==> src/rtl/mod_dff_sched_if.sv <==
// Requester and response handshake bundle for the shared flip-flop stage scheduler.
interface mod_dff_sched_if #(
   parameter int unsigned N_REQ = 4
);
   logic [N_REQ-1:0]       req_valid;
   logic [N_REQ-1:0][11:0] req_data;
   logic [N_REQ-1:0]       req_ready;
   logic                   rsp_valid;
   logic [3:0]             rsp_id;
   logic [11:0]            rsp_data;
   logic                   rsp_ready;

   modport master (
      output req_valid, req_data, rsp_ready,
      input  req_ready, rsp_valid, rsp_id, rsp_data
   );

   modport slave (
      input  req_valid, req_data, rsp_ready,
      output req_ready, rsp_valid, rsp_id, rsp_data
   );
endinterface

==> src/rtl/mod_dff_sched.sv <==
// Round-robin scheduler time-sharing one enable/data flip-flop stage among N_REQ requesters;
// each word is sent through the stage, checked on return and handed back with its requester id.
module mod_dff_sched #(
   parameter int unsigned N_REQ = 4,
   parameter int unsigned CNT_W = 16
) (
   input  logic              i_clk,
   input  logic              i_rst_n,
   mod_dff_sched_if.slave    bus,
   output logic              o_E,
   output logic [11:0]       o_D,
   input  logic [11:0]       i_Q,
   output logic              o_err,
   output logic [CNT_W-1:0]  o_txn_cnt
);

   typedef enum logic [1:0] {StIdle, StLoad, StCapt, StResp} state_e;

   state_e             state_q, state_d;
   logic [3:0]         ptr_q, ptr_d;
   logic [11:0]        sel_data_q, sel_data_d;
   logic [3:0]         sel_id_q, sel_id_d;
   logic [3:0]         rsp_id_q, rsp_id_d;
   logic [11:0]        rsp_data_q, rsp_data_d;
   logic               err_q, err_d;
   logic [CNT_W-1:0]   cnt_q, cnt_d;

   logic               win_found;
   logic [3:0]         win_id;
   logic [7:0]         win_word;
   logic [N_REQ-1:0]   req_ready;

   // Search indices above ptr first, then wrap around to 0..ptr.
   always_comb begin
      win_found = 1'b0;
      win_id    = '0;
      win_word  = '0;
      for (int i = 0; i < N_REQ; i++) begin
         if (!win_found && bus.req_valid[i] && (i > int'(ptr_q))) begin
            win_found = 1'b1;
            win_id    = 4'(i);
            win_word  = bus.req_data[i][7:0];
         end
      end
      for (int i = 0; i < N_REQ; i++) begin
         if (!win_found && bus.req_valid[i] && (i <= int'(ptr_q))) begin
            win_found = 1'b1;
            win_id    = 4'(i);
            win_word  = bus.req_data[i][7:0];
         end
      end
   end

   always_comb begin
      req_ready = '0;
      for (int i = 0; i < N_REQ; i++) begin
         req_ready[i] = (state_q == StIdle) && win_found && (win_id == 4'(i));
      end
   end

   always_comb begin
      state_d    = state_q;
      ptr_d      = ptr_q;
      sel_data_d = sel_data_q;
      sel_id_d   = sel_id_q;
      rsp_id_d   = rsp_id_q;
      rsp_data_d = rsp_data_q;
      err_d      = err_q;
      cnt_d      = cnt_q;
      o_E        = 1'b0;
      o_D        = '0;
      unique case (state_q)
         StIdle: begin
            // Ready is driven from valid, so a winner here is a completed transfer.
            if (win_found) begin
               sel_data_d = {win_id, win_word};
               sel_id_d   = win_id;
               state_d    = StLoad;
            end
         end
         StLoad: begin
            o_E     = 1'b1;
            o_D     = sel_data_q;
            state_d = StCapt;
         end
         StCapt: begin
            rsp_data_d = i_Q;
            rsp_id_d   = i_Q[11:8];
            if (i_Q != sel_data_q) begin
               err_d = 1'b1;
            end
            state_d = StResp;
         end
         StResp: begin
            if (bus.rsp_ready) begin
               ptr_d   = sel_id_q;
               cnt_d   = cnt_q + 1'b1;
               state_d = StIdle;
            end
         end
         default: state_d = StIdle;
      endcase
   end

   always_ff @(posedge i_clk or negedge i_rst_n) begin
      if (!i_rst_n) begin
         state_q    <= StIdle;
         ptr_q      <= 4'(N_REQ - 1);
         sel_data_q <= '0;
         sel_id_q   <= '0;
         rsp_id_q   <= '0;
         rsp_data_q <= '0;
         err_q      <= 1'b0;
         cnt_q      <= '0;
      end else begin
         state_q    <= state_d;
         ptr_q      <= ptr_d;
         sel_data_q <= sel_data_d;
         sel_id_q   <= sel_id_d;
         rsp_id_q   <= rsp_id_d;
         rsp_data_q <= rsp_data_d;
         err_q      <= err_d;
         cnt_q      <= cnt_d;
      end
   end

   assign bus.req_ready = req_ready;
   assign bus.rsp_valid = (state_q == StResp);
   assign bus.rsp_id    = rsp_id_q;
   assign bus.rsp_data  = rsp_data_q;
   assign o_err         = err_q;
   assign o_txn_cnt     = cnt_q;

endmodule

==> src/flat_wrapper.sv <==
// flat-port wrapper written by rule: the top's interface ports become plain ports
module mod_dff_sched_flat 
#(
   parameter int unsigned N_REQ = 4,
   parameter int unsigned CNT_W = 16
)
  (i_clk, i_rst_n, o_E, o_D, i_Q, o_err, o_txn_cnt, bus_req_valid, bus_req_data, bus_rsp_ready, bus_req_ready, bus_rsp_valid, bus_rsp_id, bus_rsp_data);
  mod_dff_sched_if #(.N_REQ(N_REQ)) bus_i ();
  input  logic i_clk;
  input  logic i_rst_n;
  output logic o_E;
  output logic [11:0] o_D;
  input  logic [11:0] i_Q;
  output logic o_err;
  output logic [CNT_W-1:0] o_txn_cnt;
  input wire logic [$bits(bus_i.req_valid)-1:0] bus_req_valid;
  input wire logic [$bits(bus_i.req_data)-1:0] bus_req_data;
  input wire logic [$bits(bus_i.rsp_ready)-1:0] bus_rsp_ready;
  output wire logic [$bits(bus_i.req_ready)-1:0] bus_req_ready;
  output wire logic [$bits(bus_i.rsp_valid)-1:0] bus_rsp_valid;
  output wire logic [$bits(bus_i.rsp_id)-1:0] bus_rsp_id;
  output wire logic [$bits(bus_i.rsp_data)-1:0] bus_rsp_data;
  assign bus_i.req_valid = bus_req_valid;
  assign bus_i.req_data = bus_req_data;
  assign bus_i.rsp_ready = bus_rsp_ready;
  assign bus_req_ready = bus_i.req_ready;
  assign bus_rsp_valid = bus_i.rsp_valid;
  assign bus_rsp_id = bus_i.rsp_id;
  assign bus_rsp_data = bus_i.rsp_data;
  mod_dff_sched #(.N_REQ(N_REQ), .CNT_W(CNT_W)) u_core (.i_clk(i_clk), .i_rst_n(i_rst_n), .bus(bus_i), .o_E(o_E), .o_D(o_D), .i_Q(i_Q), .o_err(o_err), .o_txn_cnt(o_txn_cnt));
endmodule
==> config.mk <==
export PLATFORM = sky130hd
export DESIGN_NAME = mod_dff_sched_flat
export DESIGN_NICKNAME = d
export VERILOG_FILES = /design/src/rtl/mod_dff_sched_if.sv /design/src/rtl/mod_dff_sched.sv /design/src/flat_wrapper.sv
export SDC_FILE = /design/constraint.sdc
export NUM_CORES = 1
export LEC_CHECK = 0
export CAP_MARGIN = 20
export CORE_AREA = 4 4 94 96
export CTS_CLUSTER_SIZE = 28
export DETAILED_ROUTE_END_ITERATION = 6
export DIE_AREA = 0 0 98 100
export MAX_ROUTING_LAYER = met4
export PLACE_DENSITY = 0.67
export REMOVE_ABC_BUFFERS = 1
export SLEW_MARGIN = 20
export SYNTH_ARGS = -nofsm -noshare
export SYNTH_HDL_FRONTEND = slang
export SYNTH_SLANG_ARGS = --single-unit
export TNS_END_PERCENT = 50
==> constraint.sdc <==
create_clock -name i_clk -period 4 [get_ports i_clk]
set_input_delay 0.8 -clock i_clk [delete_from_list [all_inputs] [get_ports i_clk]]
set_output_delay 0.8 -clock i_clk [all_outputs]
set_load 0.01 [all_outputs]
* Word-level counts from Yosys, hierarchy flattened
Cells that the tools add are included.
** Storage, ports and cells
- Output and inout bits :: 51
- Bits in registers :: 55
** Cells by class
- Order comparisons :: 6
- Muxes and demuxes :: 26
- Equal/unequal tests :: 9
- Reduce and logical (&&, ||, !) cells :: 29
- Add/subtract/negate cells :: 1
** Operators by type and width (count)
- 8-bit 2-to-1 mux :: 7
- 4-bit 2-to-1 mux :: 6
- 1-bit logical AND :: 17
- 16-bit by 1-bit adder with 16-bit output (second input constant) :: 1
- 12-bit 2-to-1 mux :: 1
- 12-bit inequality test :: 1
- 1-bit 2-to-1 mux :: 9
- 4-bit by 2-bit == test with 1-bit output (second input constant) :: 2
- 2-bit by 4-bit greater-than comparator with 1-bit output (first input constant) :: 2
- 2-bit by 4-bit <= comparator with 1-bit output (first input constant) :: 2
- 2-bit one-hot mux with 4 select lines :: 1
- 2-bit AND reduction :: 4
- 1-bit logical NOT :: 6
- 2-bit == test (second input constant) :: 2
- 4-bit by 1-bit == test with 1-bit output (second input constant) :: 1
- 1-bit by 4-bit greater-than comparator with 1-bit output (first input constant) :: 1
- 1-bit by 4-bit <= comparator with 1-bit output (first input constant) :: 1
- 4-bit logical NOT :: 1
- 2-bit 2-to-1 mux :: 2
- 2-bit by 1-bit == test with 1-bit output (second input constant) :: 1
- 2-bit logical NOT :: 1
- 2-bit by 1-bit inequality test with 1-bit output (second input constant) :: 1
- 2-bit inequality test (second input constant) :: 1

* Depth between registers and ports, before layout
Gate-level depths: netlist of run 1.
- Depth after elaboration :: 28
- Gate-level depth with buffers :: 6
- Gate-level depth less buffers :: 6

* Least setup slack after synthesis of run 1
No wires, ideal clock.
- Path kind :: input to output
- Start :: in bus_req_valid[1]
- End :: out bus_req_ready[2]
- Setup slack :: 1391 ps
- Stages on the path :: 4
- Required time :: 3200 ps
- Buffers on the path :: 0
- Arrival time :: 1809 ps
- Path through :: nor2_2 > nor2_2 > or4b_4 > nor4_2
** Between the ends
- Word-level cells in the longest chain between the ends :: 27
- Elaborated cells on any way between the ends :: 35
- Classes of those cells :: 1 x eq/ne; 14 x mux; 20 x reduce/logical
** RTL lines
- from (decl) :: line flat_wrapper.sv:16 : input wire logic [$bits(bus_i.req_valid)-1:0] bus_req_valid;
- 1-bit logical AND :: line mod_dff_sched.sv:39 : if (!win_found && bus.req_valid[i] && (i > int'(ptr_q))) begin
- 1-bit 2-to-1 mux :: line mod_dff_sched.sv:39
- 1-bit logical NOT :: line mod_dff_sched.sv:39
- 1-bit logical AND (2 in a row) :: line mod_dff_sched.sv:39
- 1-bit 2-to-1 mux :: line mod_dff_sched.sv:39
- 1-bit logical NOT :: line mod_dff_sched.sv:39
- 1-bit logical AND (2 in a row) :: line mod_dff_sched.sv:39
- 1-bit 2-to-1 mux :: line mod_dff_sched.sv:39
- [7 not listed]
- 1-bit logical NOT :: line mod_dff_sched.sv:46 : if (!win_found && bus.req_valid[i] && (i <= int'(ptr_q))) begin
- 1-bit logical AND (2 in a row) :: line mod_dff_sched.sv:46
- 1-bit 2-to-1 mux :: line mod_dff_sched.sv:46
- 1-bit logical NOT :: line mod_dff_sched.sv:46
- 1-bit logical AND (2 in a row) :: line mod_dff_sched.sv:46
- 4-bit 2-to-1 mux / 1-bit 2-to-1 mux (equally long branches) :: line mod_dff_sched.sv:46
- 4-bit by 2-bit == test with 1-bit output / 1-bit logical AND (equally long branches) :: line mod_dff_sched.sv:57 : req_ready[i] = (state_q == StIdle) && win_found && (win_id == 4'(i));
- 1-bit logical AND * :: line mod_dff_sched.sv:57
- to (decl) :: line flat_wrapper.sv:19 : output wire logic [$bits(bus_i.req_ready)-1:0] bus_req_ready;
Every way passes the cells marked *; elsewhere a longest branch is shown, timed or not.

* Worst setup path after layout of run 1
- Start :: in bus_req_valid[3]
- End :: out bus_req_ready[2]
** Between the ends
- Word-level cells in the longest chain between the ends :: 20
- Elaborated cells on any way between the ends :: 26
- Classes of those cells :: 1 x eq/ne; 10 x mux; 15 x reduce/logical
** RTL lines (line)
- 1-bit logical AND (2 in a row) :: mod_dff_sched.sv:39
- 1-bit 2-to-1 mux :: mod_dff_sched.sv:39
- 1-bit logical NOT :: mod_dff_sched.sv:46
- 1-bit logical AND :: mod_dff_sched.sv:46
- 1-bit 2-to-1 mux :: mod_dff_sched.sv:46
- 1-bit logical NOT :: mod_dff_sched.sv:46
- 1-bit logical AND (2 in a row) :: mod_dff_sched.sv:46
- 1-bit 2-to-1 mux :: mod_dff_sched.sv:46
- 1-bit logical NOT :: mod_dff_sched.sv:46
- 1-bit logical AND (2 in a row) :: mod_dff_sched.sv:46
- 1-bit 2-to-1 mux :: mod_dff_sched.sv:46
- 1-bit logical NOT :: mod_dff_sched.sv:46
- 1-bit logical AND (2 in a row) :: mod_dff_sched.sv:46
- 4-bit 2-to-1 mux / 1-bit 2-to-1 mux (equally long branches) :: mod_dff_sched.sv:46
- 4-bit by 2-bit == test with 1-bit output / 1-bit logical AND (equally long branches) :: mod_dff_sched.sv:57
- 1-bit logical AND * :: mod_dff_sched.sv:57
Marked as above.

==> flow_summary.toml, run 1 <==
[power_and_ir_drop]
pwr-share-seq_pct = 32.8
p_int_uw = 1500
p_clk_share_pct = 14.1
powerDensity_nw_per_um2 = 612
p_comb_share_pct = 53.2
p_leak_uw = 0.00165
p_sw_uw = 895
ir_drop_uv = 284
p_sw_share_pct = 37.4

[synthesis]
yosysSeqAreaShare_pct = 39.7
synth_common_cells = "41 x dfrtp_1, 15 x nor2_1, 15 x xor2_1, 14 x inv_1, 14 x mux2_2"
ys_warn_count = 0
synth-edff-count = 0
synth_simple_gate_area_share_pct = 18.7
synthAdderAreaFrac_pct = 2.30
synthTopCellsByArea = "dfrtp_1 38%, mux2_2 5.8%, xor2_1 4.8%"
synth_compound_area_share_pct = 16.7
synth_top_family_by_area = "simple AND/OR/NAND/NOR gates"
synth_top_area_share_pct = 37.8
synth_most_common_cell = "dfrtp_1"
synth_top_area_cell = "dfrtp_1"
yosys-mux-area-fraction_pct = 8.75
yosys.area_share.xor_xnor_pct = 8.06
ys_types = 48
synth_cells = 263
async_flop_share_pct = 100
syn_area_per_cell_um2 = 10.3
synthFlopType = "dfrtp_1"
ys_seq_elements = 43
syn-cell-area_um2 = 2720

[timing]
worst_slew_margin_rel_pct = 45.6
setup_violations = 0
worst_pin_slew_ns = 0.816
rsz0062_at_grt = "no"
drv_slew = 0
min_period_over_period_pct = 93.1
fin_skew_ns = 0.00298
whs_ns = 0.477
fmax_ghz = 0.268
fin_crit_ns = 3.73
hold_viol_final = 0
fin_tns_setup_ns = 0

[critical_path]
critPathSlowestCell = "clkdlybuf4s50_1"
path_max_fanout = 5
crit_chain = "clkdlybuf4s50_1 -> nand2b_2 -> nand2_2 -> nor2_2 -> or4b_4 -> nor4_2 -> clkdlybuf4s50_1"
critPathLaunchType = "primary input"
critPathKind = "primary input to primary output"
crit_required_ns = 3.20
crit_arrival_ns = 2.93
path_common_cell = "clkdlybuf4s50_1"
slowest_delay_ns = 0.58
endpoint_kind = "primary output"

[layout]
drive_gt1_share_pct = 15.4
n_antenna_cell = 0
area_growth_pct = 43.9
fill_cells = 770
nNetsFinal = 435

[placed_design]
port_buffers = 99
place_congestion = 0.847
dpl.hpwl_um = 5910

[flow_run]
maxCapViolations = 0

[detailed_routing]
finalWirelength_um = 7590
drt-initial-drc-count = 98
vias = 2398
viasPerCell = 5.11
ant_nets = 0
dr.pass1.iters = 5
drcViolationCount = 0
avgRoutedWirePerCell_um = 16.2

[die]
dieWidth_um = 98
core_area_um2 = 8050
die-area_um2 = 9800
row_count = 33
initial_utilization_pct = 33.7
ios = 118
die_h_um = 100

[grt]
grt_pass1_wl_um = 12500
antenna_found_initial = 0
grt_max_degree = 44
grt_usage_pct = 16.3
grt_pass1_vias = 2471
grt.overflow.total = 0

[outcome]
outcome = "complete, no violations"

[clocking]
postCtsSetupBuffers = 0
clock_sinks = 43
cts_tree = "built"
clkTransAtPathRegs_ns = 0.08
numCtsBuffers = 5
clockBufferDepth = 2
hold_buffers = 0
cts_resized = 0
clk_latency_ns = 0.29
cts_htree_levels = 2
cts_root_buf = "clkbuf_8"

[worst_hold_path]
hp-class = "primary input to async pin"
## power groups by stage
stage / logic (uW) / clock network, uW / registers, uW
3_3_place_gp: 1260 / 0 / 784
2_1_floorplan: 659 / 0 / 802
6_report: 1270 / 336 / 783
4_1_cts: 1290 / 349 / 786
3_5_place_dp: 1280 / 0 / 794
5_1_grt: 1380 / 368 / 813
## worst max-delay path, delay by kind of cell
kind | cells | cell delay (ns)
simple gates | 5 | 0.97
buf+inv | 2 | 1.16
## state kept, by name, indices dropped and copies added (netlist names)
signal / count
u_core.state_q: 2
u_core.o_txn_cnt: 16
u_core.bus.rsp_data: 12
u_core.o_err: 1
u_core.sel_data_q: 8
u_core.ptr_q: 2
u_core.sel_id_q: 2
## stage by stage
step                instance area, um2  total power (uW)  utilization (%)  instances  worst slack [ns]
floorplan                         2620              1460                -        250              1.39
CTS                               3910              2420             48.5        469             0.252
global placement                  3790              2040             47.1        461             0.295
detailed placement                3790              2070             47.1        461             0.273
global route                      3910              2560             48.5        469             0.138
finish                            3910              2390             48.5        469             0.275
## path summary, 6_finish.rpt
path | to | slack (ns) | cells past startpoint | from
max | bus_req_ready[2] | 0.27 | 7 | bus_req_valid[3]
min | u_core.bus.rsp_data[6] | 0.48 | 1 | i_rst_n
max reg2reg | u_core.sel_data_q[1] | 1.88 | 6 | u_core.ptr_q[0]
min reg2reg | u_core.o_txn_cnt[15] | 0.48 | 1 | u_core.o_txn_cnt[15]
max in group asynchronous | u_core.ptr_q[1] | 3.13 | 1 | i_rst_n
min in group i_clk | u_core.o_txn_cnt[15] | 0.48 | 1 | u_core.o_txn_cnt[15]
## logic make-up (layout without fill, tap and decap cells)
kind of cell | Yosys count | after routing
DFF | 43 | 43
other | 1 | 2
buffers and inverters | 29 | 129
adders and majority gates | 5 | 5
muxes | 22 | 22
and+or+nand+nor | 83 | 83
xor gates and xnor gates | 25 | 25
AOI/OAI and AO/OA | 55 | 55
## final cells by class
class / count / area (um2) / share of cell area, %
Sequential cell: 43 / 1080 / 27.6
Multi-Input combinational cell: 192 / 1490 / 38.1
Clock buffer: 5 / 68.8 / 1.76
Tap cell: 105 / 131 / 3.36
Timing Repair Buffer: 106 / 1040 / 26.6
Inverter: 15 / 56.3 / 1.44
Clock inverter: 3 / 43.8 / 1.12
## cell usage in the layout (no fill, tap or decap), drive strengths merged, types with 5 or more instances in the layout
cell	synthesis	layout
nand2	13	13
buf	11	8
xnor2	10	10
inv	15	15
mux2	14	14
nand3	9	9
a31oi	9	9
clkbuf	3	5
nor2	19	19
mux2i	8	8
and2	10	10
xor2	15	15
clkdlybuf4s50	0	98
nor3	6	6
dfrtp	41	41
o32ai	8	8
and3b	8	8
ha	5	5
a221oi	12	12
o22ai	8	8
a21oi	10	10
## per-layer routing
metal	GRT usage (%)	up-vias	share of wire [%]
met3	2.22	6	4.8
met4	4.90	0	1.1
met5	-	-	0
li1	-	1157	-
met1	20.8	1153	45
met2	27.1	82	49
No activity file was read; power rests on OpenSTA's default activity.
==> inputs of run 2 (changes only) <==
--- a/config.mk
+++ b/config.mk
@@ -11,9 +11,9 @@
 export DETAILED_ROUTE_END_ITERATION = 6
 export DIE_AREA = 0 0 98 100
 export MAX_ROUTING_LAYER = met4
-export PLACE_DENSITY = 0.67
+export PLACE_DENSITY = 0.69
 export REMOVE_ABC_BUFFERS = 1
-export SLEW_MARGIN = 20
+export SKIP_LAST_GASP = 1
 export SYNTH_ARGS = -nofsm -noshare
 export SYNTH_HDL_FRONTEND = slang
 export SYNTH_SLANG_ARGS = --single-unit
==> constraint.sdc (replaced) <==
create_clock -name i_clk -period 3.4 [get_ports i_clk]
set_input_delay 0.68 -clock i_clk [delete_from_list [all_inputs] [get_ports i_clk]]
set_output_delay 0.68 -clock i_clk [all_outputs]
set_load 0.01 [all_outputs]
==> run 2 against run 1 <==
Against the previous run: hold slack lost 0.28 ns; global-route usage grew 0.26 points; first-iteration DRC count shrank 4.1%; count of clock-buffer cells in the layout is the same; critical endpoint is now bus_req_ready[3]; clock power grew 18%; sequential cell count is the same; largest power group unchanged; die area is the same; sequential share of layout area shrank 0.45 points; critical path depth is the same; via count grew 2.6%; largest cell class unchanged; highest routed layer unchanged; utilization grew 0.81 points.
==> flow_summary.toml, run 2 (synthesized netlist as in run 1, its figures left out) <==
[die]
die_h_um = 100
core_area_um2 = 8050
dieWidth_um = 98
die-area_um2 = 9800
row_count = 33
ios = 118
initial_utilization_pct = 33.7

[timing]
rsz0062_at_grt = "yes"
worst_slew_margin_rel_pct = 47.7
fin_skew_ns = 0.00457
hold_viol_final = 0
fin_tns_setup_ns = 0
worst_slack_ns = 0.0464
drv_slew = 0
fmax_ghz = 0.298
min_period_over_period_pct = 98.6
setup_violations = 0
worst_pin_slew_ns = 0.785
fin_crit_ns = 3.35

[clocking]
cts_tree = "built"
clockBufferDepth = 2
clock_sinks = 43
cts_htree_levels = 2
hold_buffers = 0
clkTransAtPathRegs_ns = 0.08
cts_root_buf = "clkbuf_8"
clk_latency_ns = 0.29
numCtsBuffers = 5

[grt]
grt_max_degree = 44
grt_pass1_wl_um = 12700
antenna_found_initial = 0
grt_pass1_vias = 2526
grt.overflow.total = 0
grt_usage_pct = 16.5

[power_and_ir_drop]
p_comb_share_pct = 54.4
p_leak_uw = 0.00170
pwr-share-seq_pct = 31.6
ir_drop_uv = 297
p_sw_share_pct = 37.2
p_int_uw = 1780
p_sw_uw = 1060
powerDensity_nw_per_um2 = 715
p_clk_share_pct = 14.0

[detailed_routing]
dr.pass1.iters = 4
vias = 2460
viasPerCell = 5.17
finalWirelength_um = 7760
drcViolationCount = 0
ant_nets = 0
avgRoutedWirePerCell_um = 16.3
drt-initial-drc-count = 94

[outcome]
outcome = "complete, no violations"

[critical_path]
crit_required_ns = 2.72
worst-r2r-setup-slack_ns = 1.24
path_max_fanout = 12
critPathKind = "primary input to primary output"
critPathLaunchType = "primary input"
endpoint_kind = "primary output"
crit_arrival_ns = 2.67

[layout]
area_growth_pct = 46.2
final_common_cell = "clkdlybuf4s50_1"
largest_reg_flops = 16
final_cell_mix = "97 x clkdlybuf4s50_1, 41 x dfrtp_1, 15 x nor2_1, 15 x xor2_1"
fill_cells = 762
n_antenna_cell = 0
nNetsFinal = 442
drive_gt1_share_pct = 17.0

[placed_design]
place_congestion = 0.847
pre_cts_ws_ns = 0.0497
dpl.hpwl_um = 5980
port_buffers = 99

[flow_run]
maxCapViolations = 0

[worst_hold_path]
hp-class = "primary input to async pin"
run 2: final timing paths:
check,startpoint,to,depth (start not counted)
worst max-delay path,bus_req_valid[2],bus_req_ready[3],7
worst min-delay path,i_rst_n,u_core.bus.rsp_data[6],1
worst max register to register,u_core.ptr_q[0],u_core.sel_data_q[7],6
worst min register to register,u_core.o_txn_cnt[15],u_core.o_txn_cnt[15],1
max in group asynchronous,i_rst_n,u_core.ptr_q[0],2
min in group i_clk,u_core.o_txn_cnt[15],u_core.o_txn_cnt[15],1
run 2: power by group through the flow:
stage / logic, uW / registers [uW] / clock network [uW]
3_5_place_dp: 1550 / 910 / 0
5_1_grt: 1680 / 928 / 432
6_report: 1540 / 897 / 398
2_1_floorplan: 775 / 944 / 0
4_1_cts: 1560 / 898 / 411
3_3_place_gp: 1520 / 896 / 0
run 2: repair_timing:
item,4_1_cts,5_1_grt
buffers inserted,0,0
setup endpoints to repair,0,3
gates resized for setup,0,1
run 2: cell type report:
class                           count  area [um2]  area share (%)
Inverter                           15        56.3            1.42
Tap cell                          105         131            3.31
Clock inverter                      3        43.8            1.10
Multi-Input combinational cell    192        1490            37.4
Timing Repair Buffer              113        1110            27.8
Sequential cell                    43        1080            27.1
Clock buffer                        5        68.8            1.73
run 2: critical path, stage by stage:
cell and delay (ns):
clkdlybuf4s50_1 0.53, buf_4 0.22, nand2b_1 0.18, a21oi_1 0.11, nor3_1 0.34, nor2_1 0.11
clkdlybuf4s50_1 0.50
run 2: per-stage QoR:
step | hold slack [ns] | instance area, um2 | cells | utilization [%] | total power (uW)
2_1_floorplan | 0.384 | 2620 | 250 | - | 1720
3_3_place_gp | 0.451 | 3840 | 467 | 47.7 | 2420
3_5_place_dp | 0.461 | 3840 | 467 | 47.7 | 2460
4_1_cts | 0.475 | 3950 | 475 | 49.1 | 2860
5_1_grt | 0.192 | 3970 | 476 | 49.3 | 3040
6_report | 0.197 | 3970 | 476 | 49.3 | 2840
run 2: layer usage:
| layer | wire length (um) | GRT usage [%] | up-vias |
|---|---|---|---|
| met5 | 0 | - | - |
| met3 | 454 | 2.92 | 9 |
| met4 | 168 | 5.43 | 0 |
| met2 | 3760 | 26.4 | 86 |
| li1 | - | - | 1174 |
| met1 | 3380 | 21.4 | 1191 |
